===== config.mk =====
export PLATFORM = sky130hd
export DESIGN_NAME = shift_exec_stage_flat
export DESIGN_NICKNAME = d
export VERILOG_FILES = /design/src/rtl/shift_exec_stage_if.sv /design/src/rtl/shift_exec_stage.sv /design/src/flat_wrapper.sv
export SDC_FILE = /design/constraint.sdc
export NUM_CORES = 1
export LEC_CHECK = 0
export ABC_AREA = 1
export CORE_MARGIN = 2
export CORE_UTILIZATION = 57
export DETAILED_ROUTE_END_ITERATION = 8
export HOLD_SLACK_MARGIN = 0.15
export PLACE_DENSITY = 0.83
export SKIP_LAST_GASP = 1
export SLEW_MARGIN = 20
export SYNTH_ARGS = -nofsm -noshare
export SYNTH_HDL_FRONTEND = slang
export SYNTH_SLANG_ARGS = --single-unit

===== constraint.sdc =====
create_clock -name in_clk -period 1.8 [get_ports in_clk]
set_input_delay 0.36 -clock in_clk [delete_from_list [all_inputs] [get_ports in_clk]]
set_output_delay 0.36 -clock in_clk [all_outputs]
set_load 0.01 [all_outputs]

===== src/rtl/shift_exec_stage_if.sv =====
// ---------------------------------------------------------------------------
// shift_exec_stage_if : upstream/downstream handshake and data bundle for
//                       shift_exec_stage.
// Revision: 1.0 - initial release
// ---------------------------------------------------------------------------
`default_nettype none

interface shift_exec_stage_if #(
  parameter int DATA_WIDTH = 64,
  parameter int TAG_WIDTH  = 5
);
  logic                  in_flush;
  logic                  in_valid;
  logic                  out_ready;
  logic [2:0]            in_op;
  logic [DATA_WIDTH-1:0] in_numA;
  logic [DATA_WIDTH-1:0] in_numB;
  logic [TAG_WIDTH-1:0]  in_tag;
  logic                  out_valid;
  logic                  in_downReady;
  logic [DATA_WIDTH-1:0] out_result;
  logic [TAG_WIDTH-1:0]  out_tag;
  logic                  out_err;

  modport master (
    output in_flush, in_valid, in_op, in_numA, in_numB, in_tag, in_downReady,
    input  out_ready, out_valid, out_result, out_tag, out_err
  );

  modport slave (
    input  in_flush, in_valid, in_op, in_numA, in_numB, in_tag, in_downReady,
    output out_ready, out_valid, out_result, out_tag, out_err
  );
endinterface

`default_nettype wire


===== src/rtl/shift_exec_stage.sv =====
// ---------------------------------------------------------------------------
// shift_exec_stage : 64-bit shift execute stage with a 2-entry result FIFO.
// Optional macro SHIFT_EXEC_WORD_EN enables the 32-bit W shift opcodes.
// Revision: 1.0 - initial release
// ---------------------------------------------------------------------------
`default_nettype none

module shift_exec_stage #(
  parameter int DATA_WIDTH = 64,
  parameter int TAG_WIDTH  = 5
) (
  input  logic             in_clk,
  input  logic             in_rst_n,
  shift_exec_stage_if.slave bus
);

  localparam logic [2:0] c_OP_SLL  = 3'b000;
  localparam logic [2:0] c_OP_SRL  = 3'b001;
  localparam logic [2:0] c_OP_SRA  = 3'b010;
`ifdef SHIFT_EXEC_WORD_EN
  localparam logic [2:0] c_OP_SLLW = 3'b100;
  localparam logic [2:0] c_OP_SRLW = 3'b101;
  localparam logic [2:0] c_OP_SRAW = 3'b110;
`endif
  localparam logic [1:0] c_FULL    = 2'd2;

  // ---------------------------------------------------------------- datapath
  logic [5:0]                   w_amt;
  logic signed [DATA_WIDTH-1:0] w_sra_s;
  logic [DATA_WIDTH-1:0]        w_res;
  logic                         w_err;
  logic                         unused_numb;

  assign w_amt       = bus.in_numB[5:0];
  assign w_sra_s     = $signed(bus.in_numA) >>> w_amt;
  assign unused_numb = ^bus.in_numB[DATA_WIDTH-1:6];

`ifdef SHIFT_EXEC_WORD_EN
  logic [4:0]         w_amt_w;
  logic [31:0]        w_sllw;
  logic [31:0]        w_srlw;
  logic signed [31:0] w_sraw_s;

  assign w_amt_w  = bus.in_numB[4:0];
  assign w_sllw   = bus.in_numA[31:0] << w_amt_w;
  assign w_srlw   = bus.in_numA[31:0] >> w_amt_w;
  assign w_sraw_s = $signed(bus.in_numA[31:0]) >>> w_amt_w;
`endif

  always_comb begin
    w_res = '0;
    w_err = 1'b0;
    case (bus.in_op)
      c_OP_SLL:  w_res = bus.in_numA << w_amt;
      c_OP_SRL:  w_res = bus.in_numA >> w_amt;
      c_OP_SRA:  w_res = w_sra_s;
`ifdef SHIFT_EXEC_WORD_EN
      c_OP_SLLW: w_res = {{(DATA_WIDTH-32){w_sllw[31]}}, w_sllw};
      c_OP_SRLW: w_res = {{(DATA_WIDTH-32){w_srlw[31]}}, w_srlw};
      c_OP_SRAW: w_res = {{(DATA_WIDTH-32){w_sraw_s[31]}}, w_sraw_s};
`endif
      default:   w_err = 1'b1;
    endcase
  end

  // ---------------------------------------------------------------- FIFO
  logic [1:0]            count_q, count_d;
  logic                  wr_ptr_q, wr_ptr_d;
  logic                  rd_ptr_q, rd_ptr_d;
  logic [DATA_WIDTH-1:0] res_q [2];
  logic [TAG_WIDTH-1:0]  tag_q [2];
  logic [1:0]            err_q;

  logic w_ready;
  logic w_valid;
  logic w_push;
  logic w_pop;

  // Ready comes from the count register alone, so downstream stalls never
  // ripple combinationally back to the upstream stage.
  assign w_ready = (count_q != c_FULL);
  assign w_valid = (count_q != 2'd0);
  assign w_push  = bus.in_valid && w_ready;
  assign w_pop   = w_valid && bus.in_downReady;

  always_comb begin
    count_d  = count_q;
    wr_ptr_d = wr_ptr_q;
    rd_ptr_d = rd_ptr_q;
    if (bus.in_flush) begin
      count_d  = 2'd0;
      wr_ptr_d = 1'b0;
      rd_ptr_d = 1'b0;
    end else begin
      if (w_push) begin
        wr_ptr_d = ~wr_ptr_q;
      end
      if (w_pop) begin
        rd_ptr_d = ~rd_ptr_q;
      end
      count_d = count_q + {1'b0, w_push} - {1'b0, w_pop};
    end
  end

  always_ff @(posedge in_clk or negedge in_rst_n) begin
    if (!in_rst_n) begin
      count_q  <= 2'd0;
      wr_ptr_q <= 1'b0;
      rd_ptr_q <= 1'b0;
    end else begin
      count_q  <= count_d;
      wr_ptr_q <= wr_ptr_d;
      rd_ptr_q <= rd_ptr_d;
    end
  end

  always_ff @(posedge in_clk or negedge in_rst_n) begin
    if (!in_rst_n) begin
      for (int i = 0; i < 2; i++) begin
        res_q[i] <= '0;
        tag_q[i] <= '0;
      end
      err_q <= '0;
    end else if (w_push && !bus.in_flush) begin
      res_q[wr_ptr_q] <= w_res;
      tag_q[wr_ptr_q] <= bus.in_tag;
      err_q[wr_ptr_q] <= w_err;
    end
  end

  // ---------------------------------------------------------------- outputs
  assign bus.out_ready  = w_ready;
  assign bus.out_valid  = w_valid;
  assign bus.out_result = w_valid ? res_q[rd_ptr_q] : '0;
  assign bus.out_tag    = w_valid ? tag_q[rd_ptr_q] : '0;
  assign bus.out_err    = w_valid ? err_q[rd_ptr_q] : 1'b0;

endmodule

`default_nettype wire


===== src/flat_wrapper.sv =====
// flat-port wrapper written by rule: the top's interface ports become plain ports
module shift_exec_stage_flat 
#(
  parameter int DATA_WIDTH = 64,
  parameter int TAG_WIDTH  = 5
)
  (in_clk, in_rst_n, bus_in_flush, bus_in_valid, bus_in_op, bus_in_numA, bus_in_numB, bus_in_tag, bus_in_downReady, bus_out_ready, bus_out_valid, bus_out_result, bus_out_tag, bus_out_err);
  shift_exec_stage_if #(.DATA_WIDTH(DATA_WIDTH), .TAG_WIDTH(TAG_WIDTH)) bus_i ();
  input  logic in_clk;
  input  logic in_rst_n;
  input wire logic [$bits(bus_i.in_flush)-1:0] bus_in_flush;
  input wire logic [$bits(bus_i.in_valid)-1:0] bus_in_valid;
  input wire logic [$bits(bus_i.in_op)-1:0] bus_in_op;
  input wire logic [$bits(bus_i.in_numA)-1:0] bus_in_numA;
  input wire logic [$bits(bus_i.in_numB)-1:0] bus_in_numB;
  input wire logic [$bits(bus_i.in_tag)-1:0] bus_in_tag;
  input wire logic [$bits(bus_i.in_downReady)-1:0] bus_in_downReady;
  output wire logic [$bits(bus_i.out_ready)-1:0] bus_out_ready;
  output wire logic [$bits(bus_i.out_valid)-1:0] bus_out_valid;
  output wire logic [$bits(bus_i.out_result)-1:0] bus_out_result;
  output wire logic [$bits(bus_i.out_tag)-1:0] bus_out_tag;
  output wire logic [$bits(bus_i.out_err)-1:0] bus_out_err;
  assign bus_i.in_flush = bus_in_flush;
  assign bus_i.in_valid = bus_in_valid;
  assign bus_i.in_op = bus_in_op;
  assign bus_i.in_numA = bus_in_numA;
  assign bus_i.in_numB = bus_in_numB;
  assign bus_i.in_tag = bus_in_tag;
  assign bus_i.in_downReady = bus_in_downReady;
  assign bus_out_ready = bus_i.out_ready;
  assign bus_out_valid = bus_i.out_valid;
  assign bus_out_result = bus_i.out_result;
  assign bus_out_tag = bus_i.out_tag;
  assign bus_out_err = bus_i.out_err;
  shift_exec_stage #(.DATA_WIDTH(DATA_WIDTH), .TAG_WIDTH(TAG_WIDTH)) u_core (.in_clk(in_clk), .in_rst_n(in_rst_n), .bus(bus_i));
endmodule

==> results of run 1 <==
timing repair:
action / 4_1_cts
pin swaps: 42
setup buffers: 14
gates cloned: 11
hold buffers: 1
endpoints found under the setup margin: 197
hold endpoints to repair: 41
resized for setup: 518
stage by stage:
step | instances | util [%] | hold slack [ns] | setup TNS [ns] | setup WS (ns)
after floorplan | 2747 | - | 0.0644 | 0 | 0.0679
after CTS | 3412 | 79.1 | 0.477 | -11.77 | -0.203
after detailed placement | 3356 | 73.5 | 0.310 | -76.99 | -0.705
after global placement | 3356 | 73.5 | 0.302 | -68.72 | -0.639
cell families after synthesis:
family,count (synthesis),share of synthesized area (%)
simple gates,2137,61.1
compound gates,183,6.37
xor+xnor,2,0.115
fa+ha+maj,2,0.165
flops,144,23.7
buf+inv,279,8.54
metal layers:
metal / overflow / track usage [%]
met1: 59 / 91.4
met2: 919 / 115
met3: 65 / 85.5
met4: 372 / 107
met5: 8 / 68.2
==> impl_metrics.csv, run 1 <==
group,metric,value,unit
placed_design,io_buffers,154,
synthesis,synth-edff-count,0,
placed_design,place_congestion,1.21,
synthesis,async_flop_share,100,%
synthesis,yosysMostFrequentCell,"nand2_1",
placed_design,dp_hpwl,55800,um
synthesis,synth_area_leaders,"nand2_1 29%, nand3_1 27%, dfrtp_1 24%",
clock_tree,cts_sinks,144,
synthesis,yosysSeqAreaShare,23.7,%
synthesis,netlist_area,0.0152,sq mm
synthesis,yosys_most_used_dff,"dfrtp_1",
run_status,lastStage,"5_1_grt",
synthesis,syn_nets,2890,
global_routing,grt_max_degree,54,
global_routing,track_usage,98.1,%
synthesis,synth_top_area_share,29.1,%
die,die_y,167,um
synthesis,synth-seq-cells,144,
placed_design,dpl_cell_area,0.0192,sq mm
clock_tree,cts_made_buffers,17,
synthesis,yosysWarnings,0,
run_status,error_line,"[ERROR GRT-0232] Routing congestion too high. Check the congestion heatmap in the GUI.",
clock_tree,h-tree-depth,4,
die,die_x,167,um
synthesis,synth_common_cells,"1176 x nand2_1, 833 x nand3_1, 144 x dfrtp_1, 101 x a21oi_1, 79 x buf_2",
die,num_rows,59,
synthesis,syn_inst,2747,
clock_tree,clock_tree.buffer_depth,2,
synthesis,ys_types,39,
synthesis,syn_avg_cell_area,5.53,sq um
die,start_util,58.1,%
run_status,run_status,"aborted with a tool error",
clock_tree,ctsRootBufferMaster,"clkbuf_16",
synthesis,yosys.area.top_type,"nand2_1",
die,ioPinCount,213,
global_routing,overflow,1423,
==> run 2, diff against run 1 <==
- CORE_UTILIZATION: 57 -> 40
- HOLD_SLACK_MARGIN: 0.15 -> default
- PLACE_DENSITY: 0.83 -> default
- PLACE_DENSITY_LB_ADDON: default -> 0.15
==> run 2 against run 1 <==
  * The flow now finishes, with violations (setup timing)
  * Synthesized cell count did not move
  * Area after synthesis unchanged
==> impl_metrics.csv, run 2 <==
group,metric,value,unit
worst_setup_path,crit_path_end_kind,"output pin",
power_and_ir_drop,cellPowerDensity,790,mW/mm^2
timing,rsz0062_at_grt,"true",
die,core,0.0376,sq mm
routing,dr.pass1.iters,6,
layout,area_growth,60.1,%
timing,whs,0.441,ns
synthesis,yosys.area.top_type,"nand2_1",
global_routing,use_met3,6.92,%
power_and_ir_drop,leakage,0.0123,uW
placed_design,io_buffers,154,
clock_tree,cts_tree,"yes",
global_routing,overflow,0,
synthesis,synth_top_family_by_area,"simple AND/OR/NAND/NOR gates",
worst_setup_path,start_kind,"flip-flop",
run_status,violations,"setup timing",
timing,fin_crit_sh,116,%
synthesis,muxShareOfSynthArea,0,%
synthesis,synth_compound_area_share,6.37,%
timing,setup_tns,-13.53,ns
clock_tree,cts_made_buffers,17,
worst_hold_path,min_path_type,"in -> async",
synthesis,syn_avg_cell_area,5.53,sq um
clock_tree,ctsRootBufferMaster,"clkbuf_16",
layout,layout_commonest_cell,"nand2_1",
placed_design,place_congestion,1.10,
worst_setup_path,worstPathBufferInverterCount,5,
routing,drtIter0Drc,2584,
global_routing,grt_pass1_vias,20279,
global_routing,grt_pass1_wl,121000,um
synthesis,async_flop_share,100,%
worst_setup_path,crit_chain,"nor2_4 -> buf_6 -> buf_8 -> buf_16 -> buf_12 -> a21oi_2 -> buf_2",
worst_setup_path,slowest_delay,0.42,ns
timing,worst_pin_slew,0.467,ns
timing,slew_viol_final,0,
worst_setup_path,path_class,"reg -> out",
layout,reg_top3,"u_core.res_q (128), u_core.tag_q (10)",
die,start_util,40.4,%
routing,ant_nets,0,
die,die_x,199,um
synthesis,syn_nets,2890,
placed_design,dp_hpwl,60800,um
timing,fmax,478,MHz
synthesis,synth-seq-cells,144,
synthesis,synth_area_leaders,"nand2_1 29%, nand3_1 27%, dfrtp_1 24%",
die,dieArea,0.0396,sq mm
layout,layout_common_cells,"887 x nand2_1, 531 x nand3_1, 310 x buf_4",
clock_tree,clock_tree.buffer_depth,2,
timing,setup_viol,74,
routing,wl,84200,um
layout,largest_reg_flops,128,
synthesis,synth_top_area_share,29.1,%
run,max-cap-violations,0,
synthesis,synth-edff-count,0,
synthesis,netlist_area,0.0152,sq mm
synthesis,yosysWarnings,0,
global_routing,track_usage,40.4,%
global_routing,grt_max_degree,47,
timing,hold_violations,0,
power_and_ir_drop,ir_worst_vdd,0.663,mV
layout,antennaDiodeCount,0,
global_routing,busiest_layer,"met2",
run_status,run_status,"complete, but fails checks",
worst_setup_path,cp_slowest_cell,"dfrtp_1",
routing,num_vias,21913,
routing,drc_errors,0,
global_routing,use_met1,53.6,%
clock_tree,clk_latency,0.43,ns
worst_setup_path,cp.arrival,1.73,ns
global_routing,antenna_found_initial,0,
synthesis,synth_fa_ha_area_share,0.165,%
layout,nFillCells,3467,
worst_setup_path,required,1.44,ns
die,num_rows,71,
synthesis,synth-xor-area-share,0.115,%
worst_setup_path,cp_top_family,"buffers and inverters",
die,die_y,199,um
timing,fin_ws,-0.294,ns
layout,regMostFlops,"u_core.res_q",
die,ioPinCount,213,
timing,slew_headroom,68.9,%
synthesis,syn_inst,2747,
clock_tree,path_clk_slew,0.07,ns
routing,viasPerCell,6.00,
timing,final.setup_skew,0.00868,ns
routing,routedWlPerCell,23.1,um
timing,period_needed,2.09,ns
synthesis,synth-simple-area-share,61.1,%
synthesis,ys_types,39,
global_routing,use_met2,64.2,%
worst_setup_path,cp_max_fo,8,
synthesis,yosysSeqAreaShare,23.7,%
clock_tree,h-tree-depth,4,
synthesis,yosysMostFrequentCell,"nand2_1",
synthesis,yosys_most_used_dff,"dfrtp_1",
layout,post-route-util,64.7,%
layout,layout.nets,3269,
clock_tree,cts_sinks,144,
layout,drive_above_1_share,40.6,%
synthesis,synth_common_cells,"1176 x nand2_1, 833 x nand3_1, 144 x dfrtp_1, 101 x a21oi_1, 79 x buf_2",
[run 2: path summary, 6_finish.rpt]
check / startpoint / to / slack [ns] / depth (start not counted)
max in group asynchronous: in_rst_n / u_core.res_q[55] / 0.72 / 3
hold reg to reg: u_core.res_q[81] / u_core.res_q[81] / 0.48 / 2
hold / removal: in_rst_n / u_core.tag_q[3] / 0.44 / 2
min in group in_clk: u_core.res_q[81] / u_core.res_q[81] / 0.48 / 2
setup reg to reg: u_core.count_q[1] / u_core.count_q[1] / 0.05 / 10
setup / recovery: u_core.count_q[1] / bus_out_result[1] / -0.29 / 7
[run 2: final cells by class]
type                       instances  area (sq um)  area share [%]
multi-input combinational       2324         13500            55.6
inverter                          79           342            1.40
tap                              511           639            2.63
clock inverter                    13           175           0.720
sequential                       144          3600            14.8
clock buffer                      19           443            1.82
timing repair buffer             560          5600            23.0
[run 2: where the power goes]
part | total [uW] | switching, uW | leakage [uW] | internal (uW)
combinational | 10600 | 6320 | 0.0101 | 4310
clock | 3780 | 1540 | 0.000296 | 2250
sequential | 4800 | 636 | 0.00192 | 4160
total | 19200 | 8490 | 0.0123 | 10700
[run 2: layer usage]
layer | vias up | routed length [um]
li1 | 9929 | -
met1 | 10461 | 34200
met2 | 1199 | 37400
met3 | 324 | 7390
met4 | 0 | 5150
met5 | - | 0
[run 2: cells by family after synthesis]
kind of cell | count (synthesis)
AOI/OAI and AO/OA | 183
xor gates and xnor gates | 2
adders and majority gates | 2
buffers and inverters | 279
DFF | 144
and+or+nand+nor | 2137
[run 2: repair_timing]
item | in CTS | in global routing
pin swaps | 47 | 147
gates resized for setup | 570 | 685
hold buffers | 1 | 0
buffers inserted | 27 | 16
setup endpoints to repair | 201 | 202
cloned | 11 | 11
hold endpoints to repair | 37 | 0
[run 2: per-stage QoR]
step	power [uW]	cells	worst slack, ns	instance area, sq um
after floorplan	8750	2747	0.0679	15200
after global placement	12700	3560	-0.760	19600
after detailed placement	12700	3560	-0.818	19600
after CTS	18000	3629	-0.249	21300
after global routing	20100	3650	-0.316	24300
final	19200	3650	-0.294	24300
Note: power is estimated with default switching activity, not from simulation.
==> run 3, diff against run 2 <==
- CTS_CLUSTER_SIZE: default -> 40
==> results of run 3 <==
Final layout, timing and power as in run 2 (identical DEF).
